**config.mk**
```make
export PLATFORM = sky130hd
export DESIGN_NAME = gate_bist_ctrl_flat
export DESIGN_NICKNAME = d
export VERILOG_FILES = /design/src/rtl/gate_bist_pkg.sv /design/src/rtl/gate_bist_ctrl_if.sv /design/src/rtl/gate_bist_ref.sv /design/src/rtl/gate_bist_ctrl.sv /design/src/flat_wrapper.sv
export SDC_FILE = /design/constraint.sdc
export NUM_CORES = 1
export LEC_CHECK = 0
export CORE_ASPECT_RATIO = 0.7
export CORE_MARGIN = 5
export CORE_UTILIZATION = 50
export CTS_CLUSTER_SIZE = 8
export DETAILED_ROUTE_END_ITERATION = 12
export PLACE_DENSITY = 0.8
export REMOVE_ABC_BUFFERS = 1
export SLEW_MARGIN = 20
export SYNTH_ARGS = -nofsm -noshare
export SYNTH_HDL_FRONTEND = slang
export SYNTH_SLANG_ARGS = --single-unit
```
**constraint.sdc**
```tcl
create_clock -name clk -period 4.46 [get_ports clk]
set_clock_uncertainty 0.05 [all_clocks]
set_input_delay 0.892 -clock clk [delete_from_list [all_inputs] [get_ports clk]]
set_output_delay 0.892 -clock clk [all_outputs]
set_load 0.01 [all_outputs]
```
**src/rtl/gate_bist_pkg.sv**
```systemverilog
// Shared definitions for the basic-gates BIST controller: FSM states,
// response bit positions and a small popcount helper.
package gate_bist_pkg;

    localparam int NUM_GATES = 7;
    localparam int NUM_VEC   = 4;
    localparam int ERR_W     = 5;

    localparam int AND_IDX  = 0;
    localparam int OR_IDX   = 1;
    localparam int NOT_IDX  = 2;
    localparam int NAND_IDX = 3;
    localparam int NOR_IDX  = 4;
    localparam int XOR_IDX  = 5;
    localparam int XNOR_IDX = 6;

    typedef enum logic [1:0] {
        IDLE = 2'd0,
        RUN  = 2'd1,
        DONE = 2'd2
    } bist_state_t;

    // Number of set bits in one 7-bit response difference (0..7).
    function automatic logic [2:0] popcount7(input logic [NUM_GATES-1:0] v);
        logic [2:0] cnt;
        cnt = 3'd0;
        for (int i = 0; i < NUM_GATES; i++) begin
            cnt = cnt + {2'b00, v[i]};
        end
        return cnt;
    endfunction

endpackage

```
**src/rtl/gate_bist_ctrl_if.sv**
```systemverilog
// Handshake/result bundle between the BIST controller (slave side) and
// whatever sequences it and hosts the gates under test (master side).
interface gate_bist_ctrl_if;
    import gate_bist_pkg::*;

    logic                 start;
    logic                 a_o;
    logic                 b_o;
    logic [NUM_GATES-1:0] gate_i;
    logic                 busy;
    logic                 done;
    logic                 pass;
    logic [ERR_W-1:0]     err_cnt;
    logic [NUM_VEC-1:0]   fail_vec;

    modport master (
        output start, gate_i,
        input  a_o, b_o, busy, done, pass, err_cnt, fail_vec
    );

    modport slave (
        input  start, gate_i,
        output a_o, b_o, busy, done, pass, err_cnt, fail_vec
    );

endinterface

```
**src/rtl/gate_bist_ref.sv**
```systemverilog
// Golden model of the basic-gates block: the 7 responses expected for the
// operand pair currently being applied.
module gate_bist_ref
    import gate_bist_pkg::*;
(
    input  logic                 a,
    input  logic                 b,
    output logic [NUM_GATES-1:0] expected
);

    // Truth of each gate for the present operands.
    always_comb begin
        expected           = '0;
        expected[AND_IDX]  = a & b;
        expected[OR_IDX]   = a | b;
        expected[NOT_IDX]  = ~a;
        expected[NAND_IDX] = ~(a & b);
        expected[NOR_IDX]  = ~(a | b);
        expected[XOR_IDX]  = a ^ b;
        expected[XNOR_IDX] = ~(a ^ b);
    end

endmodule

```
**src/rtl/gate_bist_ctrl.sv**
```systemverilog
// BIST sequencer for a basic-gates block. Walks the four operand pairs
// 00,01,10,11, holds each for SETTLE cycles, compares the sampled gate
// responses against gate_bist_ref and accumulates a mismatch count and a
// per-vector failure map.
// Optional build macro: GATE_BIST_STOP_ON_FAIL_EN -- when defined, the run
// ends on the sample edge of the first vector showing any mismatch.
module gate_bist_ctrl
    import gate_bist_pkg::*;
#(
    parameter int SETTLE = 2
)(
    input  logic             clk,
    input  logic             rst_n,
    gate_bist_ctrl_if.slave  bus
);

`ifdef GATE_BIST_STOP_ON_FAIL_EN
    localparam bit STOP_ON_FAIL = 1'b1;
`else
    localparam bit STOP_ON_FAIL = 1'b0;
`endif

    localparam logic [3:0] SETTLE_LAST = 4'(SETTLE - 1);

    bist_state_t          state;
    logic [3:0]           settle_cnt;
    logic [1:0]           vec_idx;
    logic                 a_q;
    logic                 b_q;
    logic                 busy_q;
    logic                 done_q;
    logic                 pass_q;
    logic [ERR_W-1:0]     err_q;
    logic [NUM_VEC-1:0]   fail_q;

    logic [NUM_GATES-1:0] exp_resp;
    logic [NUM_GATES-1:0] diff;
    logic [ERR_W-1:0]     err_next;
    logic                 sample_now;
    logic                 last_vec;

    gate_bist_ref u_ref (
        .a        (a_q),
        .b        (b_q),
        .expected (exp_resp)
    );

    // Compare the live response against the golden one and decide whether
    // this sample edge closes the run.
    always_comb begin
        diff       = bus.gate_i ^ exp_resp;
        err_next   = err_q + {2'b00, popcount7(diff)};
        sample_now = (state == RUN) && (settle_cnt == SETTLE_LAST);
        last_vec   = (vec_idx == 2'd3) || (STOP_ON_FAIL && (diff != '0));
    end

    // Run sequencer: IDLE waits for start, RUN steps the vectors and
    // scores each one, DONE emits the one-cycle completion pulse.
    always_ff @(posedge clk or negedge rst_n) begin
        if (!rst_n) begin
            state      <= IDLE;
            settle_cnt <= 4'd0;
            vec_idx    <= 2'd0;
            a_q        <= 1'b0;
            b_q        <= 1'b0;
            busy_q     <= 1'b0;
            done_q     <= 1'b0;
            pass_q     <= 1'b0;
            err_q      <= '0;
            fail_q     <= '0;
        end else begin
            case (state)
                IDLE: begin
                    done_q <= 1'b0;
                    if (bus.start) begin
                        state      <= RUN;
                        busy_q     <= 1'b1;
                        err_q      <= '0;
                        fail_q     <= '0;
                        vec_idx    <= 2'd0;
                        settle_cnt <= 4'd0;
                        a_q        <= 1'b0;
                        b_q        <= 1'b0;
                    end
                end
                RUN: begin
                    if (sample_now) begin
                        err_q <= err_next;
                        if (diff != '0) begin
                            fail_q <= fail_q | (4'b0001 << vec_idx);
                        end
                        if (last_vec) begin
                            state  <= DONE;
                            busy_q <= 1'b0;
                            done_q <= 1'b1;
                            a_q    <= 1'b0;
                            b_q    <= 1'b0;
                            pass_q <= (err_next == '0);
                        end else begin
                            vec_idx      <= vec_idx + 2'd1;
                            {a_q, b_q}   <= vec_idx + 2'd1;
                            settle_cnt   <= 4'd0;
                        end
                    end else begin
                        settle_cnt <= settle_cnt + 4'd1;
                    end
                end
                DONE: begin
                    state  <= IDLE;
                    done_q <= 1'b0;
                end
                default: begin
                    state  <= IDLE;
                    busy_q <= 1'b0;
                    done_q <= 1'b0;
                end
            endcase
        end
    end

    assign bus.a_o      = a_q;
    assign bus.b_o      = b_q;
    assign bus.busy     = busy_q;
    assign bus.done     = done_q;
    assign bus.pass     = pass_q;
    assign bus.err_cnt  = err_q;
    assign bus.fail_vec = fail_q;

endmodule

```
**src/flat_wrapper.sv**
```systemverilog
// flat-port wrapper written by rule: the top's interface ports become plain ports
module gate_bist_ctrl_flat import gate_bist_pkg::*;
#(
    parameter int SETTLE = 2
)
  (clk, rst_n, bus_start, bus_gate_i, bus_a_o, bus_b_o, bus_busy, bus_done, bus_pass, bus_err_cnt, bus_fail_vec);
  gate_bist_ctrl_if bus_i ();
  input  logic clk;
  input  logic rst_n;
  input wire logic [$bits(bus_i.start)-1:0] bus_start;
  input wire logic [$bits(bus_i.gate_i)-1:0] bus_gate_i;
  output wire logic [$bits(bus_i.a_o)-1:0] bus_a_o;
  output wire logic [$bits(bus_i.b_o)-1:0] bus_b_o;
  output wire logic [$bits(bus_i.busy)-1:0] bus_busy;
  output wire logic [$bits(bus_i.done)-1:0] bus_done;
  output wire logic [$bits(bus_i.pass)-1:0] bus_pass;
  output wire logic [$bits(bus_i.err_cnt)-1:0] bus_err_cnt;
  output wire logic [$bits(bus_i.fail_vec)-1:0] bus_fail_vec;
  assign bus_i.start = bus_start;
  assign bus_i.gate_i = bus_gate_i;
  assign bus_a_o = bus_i.a_o;
  assign bus_b_o = bus_i.b_o;
  assign bus_busy = bus_i.busy;
  assign bus_done = bus_i.done;
  assign bus_pass = bus_i.pass;
  assign bus_err_cnt = bus_i.err_cnt;
  assign bus_fail_vec = bus_i.fail_vec;
  gate_bist_ctrl #(.SETTLE(SETTLE)) u_core (.clk(clk), .rst_n(rst_n), .bus(bus_i));
endmodule
```
Word-level counts from Yosys, hierarchy flattened. Cells that the tools add are included. Widths: inputs -> output; s select.

ROM bits: 0. Memories kept: 0. Word-level logic and storage cells: 85. Latch bits: 0. Register bits: 22. RAM bits: 0.

Mux-type cells: 32. Reductions and logical operators: 13. Shift-type cells: 1. Order comparisons: 0. $mul: 0. Bitwise logic cells: 10. Equal/unequal tests: 10. Divide/modulo/power cells: 0. Add/sub/neg operators: 9.

Operator list (count): $mux 4 (5); $pmux 4 s2 (2); $add 3x1->3 (5); $mux 2 (6); $reduce_and 3->1 (4); $reduce_and 4->1 (3); $mux 1 (11); $mux 5 (2); $pmux 5 s2 (1); $pmux 2 s2 (2); $reduce_bool 7->1 (1); $xor 7x7->7 (1); $ne 2x2->1 const B (3); $add 5x3->5 (1); $logic_not 5->1 (1); $not 1->1 (5); $add 4x1->4 const B (1); $eq 2x2->1 const B (2); $eq 4x1->1 const B (1); $ne 2x1->1 const B (2); $or 4x4->4 (1); $pmux 1 s2 (2); $shl 1x2->4 const A (1); $ne 3x3->1 const B (1); 11 further kinds (11).

Longest topological paths before layout.
Depth after elaboration: 12. Gate-level depth with buffers: 15. Gate-level depth less buffers: 15.

Hierarchy. From an unflattened synthesis, not the netlist that was laid out.

Cell total of the unflattened synthesis: 130. Area, all modules: 1418.9 um^2.

By module, submodules not included: gate_bist_ctrl (times used 1, area an instance 1350.0 um^2, cells each 121); gate_bist_ref (times used 1, area an instance 68.8 um^2, cells each 9).

Worst setup path after synthesis. No wires, ideal clock.

Kind: input to register. Start: input bus_gate_i[1]. End: register u_core.pass_q, in the netlist u_core.bus.pass. Arrival time: 4.214 ns. Stages on the path: 13. Path slack: 0.093 ns. Buffers on the path: 0. Cells stage by stage: xnor2_1 inv_1 ha_1 fa_1 fa_1 ha_1 fa_1 inv_1 fa_1 nor2b_1 o21ai_0 xnor2_1 o41ai_2.

Longest elaborated chain between the ends: 9.

Ends and longest elaborated chain: start: declaration (RTL line flat_wrapper.sv:11) `input wire logic [$bits(bus_i.gate_i)-1:0] bus_gate_i;`; $xor 7x7->7 (RTL line gate_bist_ctrl.sv:51) `diff = bus.gate_i ^ exp_resp;`; $add 1x1->2 (RTL line gate_bist_pkg.sv:28) `cnt = cnt + {2'b00, v[i]};`; $add 3x1->3 (5 in series) (RTL line gate_bist_pkg.sv:28); $add 5x3->5 (RTL line gate_bist_ctrl.sv:52) `err_next = err_q + {2'b00, popcount7(diff)};`; $logic_not 5->1 (RTL line gate_bist_ctrl.sv:98) `pass_q <= (err_next == '0);`; end signal: assignment (RTL line gate_bist_ctrl.sv:98); end: declaration (RTL line gate_bist_ctrl.sv:32) `logic pass_q;`.

Every way passes these cells. A chain may end at the register's enable or synchronous reset.

Worst setup path after layout.
Start: input bus_gate_i[4]. End: register u_core.pass_q, in the netlist u_core.bus.pass.

Longest elaborated chain between the ends: 6.

Ends and longest elaborated chain (RTL line): $xor 7x7->7 (gate_bist_ctrl.sv:51); $add 3x1->3 (3 in series) (gate_bist_pkg.sv:28); $add 5x3->5 (gate_bist_ctrl.sv:52); $logic_not 5->1 (gate_bist_ctrl.sv:98).

Every way passes these cells.

==> impl_metrics.json <==
{
  "drc": 0,
  "dieArea_sq_mm": 0.00401,
  "fin_setup_tns_ns": 0,
  "ys_async_sr_fraction_pct": 100,
  "post-route-period-util_pct": 99.9,
  "synth_flop_cell": "dfrtp_1",
  "hold_buffers": 0,
  "die_y_microns": 54.5,
  "slowest_delay_ns": 0.57,
  "place_ws_ns": -0.512,
  "place_area_sq_mm": 0.00173,
  "finalMaxSlewViolations": 0,
  "start_util_pct": 51.3,
  "worstSetupStartpointType": "primary input",
  "antenna_found_initial": 0,
  "design_area_sq_mm": 0.00182,
  "dpl.hpwl_microns": 2400,
  "dieWidth_microns": 73.6,
  "syn_area_per_cell_sq_um": 10.8,
  "numCtsBuffers": 3,
  "max_slew.worst_pin.slew_ns": 0.499,
  "via_count": 1097,
  "yosysSeqAreaShare_pct": 38.9,
  "grt_pass1_vias": 1113,
  "cts_buffer_depth": 2,
  "critical_path_class": "in -> reg",
  "synth_edf_count": 0,
  "crit_buf_inv": 2,
  "fin_crit_ns": 4.45,
  "yosys-top-cells-count": "dfrtp_1 (22), ha_1 (15), nand2_1 (15), inv_1 (12)",
  "grt_overflow": 0,
  "gp_congestion": 0.768,
  "io_pins": 24,
  "synth_area_sq_mm": 0.00142,
  "clk-insertion-delay-late_ns": 0.26,
  "ys_types": 32,
  "finalHoldViolCount": 0,
  "path_max_fanout": 2,
  "row_count": 16,
  "n_antenna_cell": 0,
  "area_growth_pct": 28.3,
  "grt_max_degree": 23,
  "synth_top_area_cell": "dfrtp_1",
  "clk_pin_slew_ns": 0.08,
  "hold_class": "reg -> reg",
  "hold_ws_ns": 0.443,
  "synthTopCellsByArea": "dfrtp_1 (39%), ha_1 (13%), fa_1 (5.7%)",
  "drt-total-wl_microns": 3130,
  "critical-path-top-delay-family": "adder cells",
  "fmax_ghz": 0.225,
  "synth_cells": 131,
  "nNetsFinal": 194,
  "slew_headroom_pct": 66.7,
  "grt_pass1_wl_microns": 5140,
  "yosysWarnings": 0,
  "fin_ws_ns": 0.00609,
  "crit_path_frequent_cell": "fa_1",
  "cts-root-buf": "clkbuf_8",
  "post_drt_wl_per_cell_microns": 15.7,
  "ant_nets": 0,
  "ys_seq_elements": 22,
  "grt_util_all_layers_pct": 17.1,
  "maxCapViolations": 0,
  "cts_tree": "done",
  "drt_iter0_drc": 23,
  "setup_violations": 0,
  "port_buffers": 23,
  "yosysMostFrequentCell": "dfrtp_1",
  "end_kind": "flip-flop",
  "slowest_stage": "fa_1",
  "path_cells": "clkdlybuf4s50_1 > xor2_1 > fa_1 > fa_1 > ha_2 > fa_1 > inv_2 > fa_2 > nor2b_1 > o21ai_1 > xnor2_1 > o41ai_2",
  "drt_pass1_iterations": 4,
  "drive_above_1_share_pct": 22.7,
  "arrival_ns": 4.57,
  "core_area_sq_mm": 0.00276,
  "critical_path_required_ns": 4.57,
  "synth_top_area_share_pct": 38.9,
  "cts_max_level": 1,
  "status": "finished clean",
  "clock-sinks": 22,
  "vias_per_cell": 5.51,
  "fillCellCount": 213
}
-- layer usage --
metal / routed length, microns / track usage, %
met5: 0 / 0
met4: 72 / 6.93
met3: 157 / 4.77
met2: 1480 / 27.9
met1: 1420 / 21.6
-- worst register-to-register path: cells and delay by family (launching register included) --
family	cells	cell delay (ns)
flip-flops	1	0.40
XOR/XNOR	2	0.38
AND/OR/NAND/NOR	1	0.13
adder cells (fa/ha/maj)	7	2.63
buffers and inverters	3	0.17
AO/OA/AOI/OAI	2	0.44
-- cell type report --
cell class              instances  area, sq um  share of cell area, %
multi-input cells              96          861                   47.4
flip-flops and latches         22          552                   30.4
repair buffers                 30          273                   15.0
inverters                      12         45.0                   2.48
well taps                      36         45.0                   2.48
clock buffers                   3         41.3                   2.27
-- cell usage in the layout, fill, tap and decap left out, drive strengths merged --
master,n
nand2,15
nor2b,3
o21ai,8
nor4,2
and3b,1
dfrtp,22
a22o,4
nand2b,1
ha,15
or3b,1
and4bb,1
buf,8
xnor2,7
nor3b,1
o31ai,2
nor2,5
inv,12
o41ai,2
fa,4
clkbuf,4
nand3,2
nand3b,3
a21oi,5
xor2,4
clkdlybuf4s50,20
o22ai,1
clkdlybuf4s15,1
nor3,1
a21o,1
a32o,4
o21bai,3
-- cells by family after synthesis --
family / after synthesis / share of synthesized area, %
compound gates: 30 / 16.4
xor+xnor: 11 / 6.80
fa+ha+maj: 19 / 18.9
buf+inv: 13 / 3.97
simple gates: 36 / 15.0
flops: 22 / 38.9
-- state kept, by name, indices dropped and copies added (netlist names) --
| signal | cells |
|---|---|
| u_core.settle_cnt | 4 |
| u_core.bus.a_o | 1 |
| u_core.bus.done | 1 |
| u_core.vec_idx | 2 |
| u_core.bus.err_cnt | 5 |
| u_core.bus.pass | 1 |
| u_core.bus.busy | 1 |
| u_core.bus.b_o | 1 |
| u_core.bus.fail_vec | 4 |
| u_core.state | 2 |
-- worst paths after layout --
check                                                 start                                to  slack, ns  depth (start not counted)
min in group asynchronous                             rst_n  u_core.settle_cnt[1]$_DFFE_PN0P_       0.54                          1
worst min-delay path            u_core.bus.done$_DFFE_PN0P_       u_core.bus.done$_DFFE_PN0P_       0.44                          2
worst max register to register   u_core.bus.b_o$_DFFE_PN0P_       u_core.bus.pass$_DFFE_PN0P_       0.16                         15
max in group asynchronous                             rst_n        u_core.bus.a_o$_DFFE_PN0P_       3.45                          1
worst min register to register  u_core.bus.done$_DFFE_PN0P_       u_core.bus.done$_DFFE_PN0P_       0.44                          2
worst max-delay path                          bus_gate_i[4]       u_core.bus.pass$_DFFE_PN0P_      0.006                         12
-- per-stage QoR --
stage / util [%] / cells
2_1_floorplan: - / 130
3_3_place_gp: 62.5 / 195
3_5_place_dp: 62.5 / 195
4_1_cts: 64.8 / 198
5_1_grt: 65.8 / 199
6_report: 65.8 / 199
-- timing repair --
| item | 4_1_cts | 5_1_grt |
|---|---|---|
| buffers inserted | 0 | 1 |
| gates resized for setup | 7 | 10 |
| pin swaps | 6 | 10 |
| endpoints found under the setup margin | 4 | 1 |
Power is left out: the tool's default activity adds up to more than one toggle a clock period on the data nets, which glitch-free logic cannot reach.
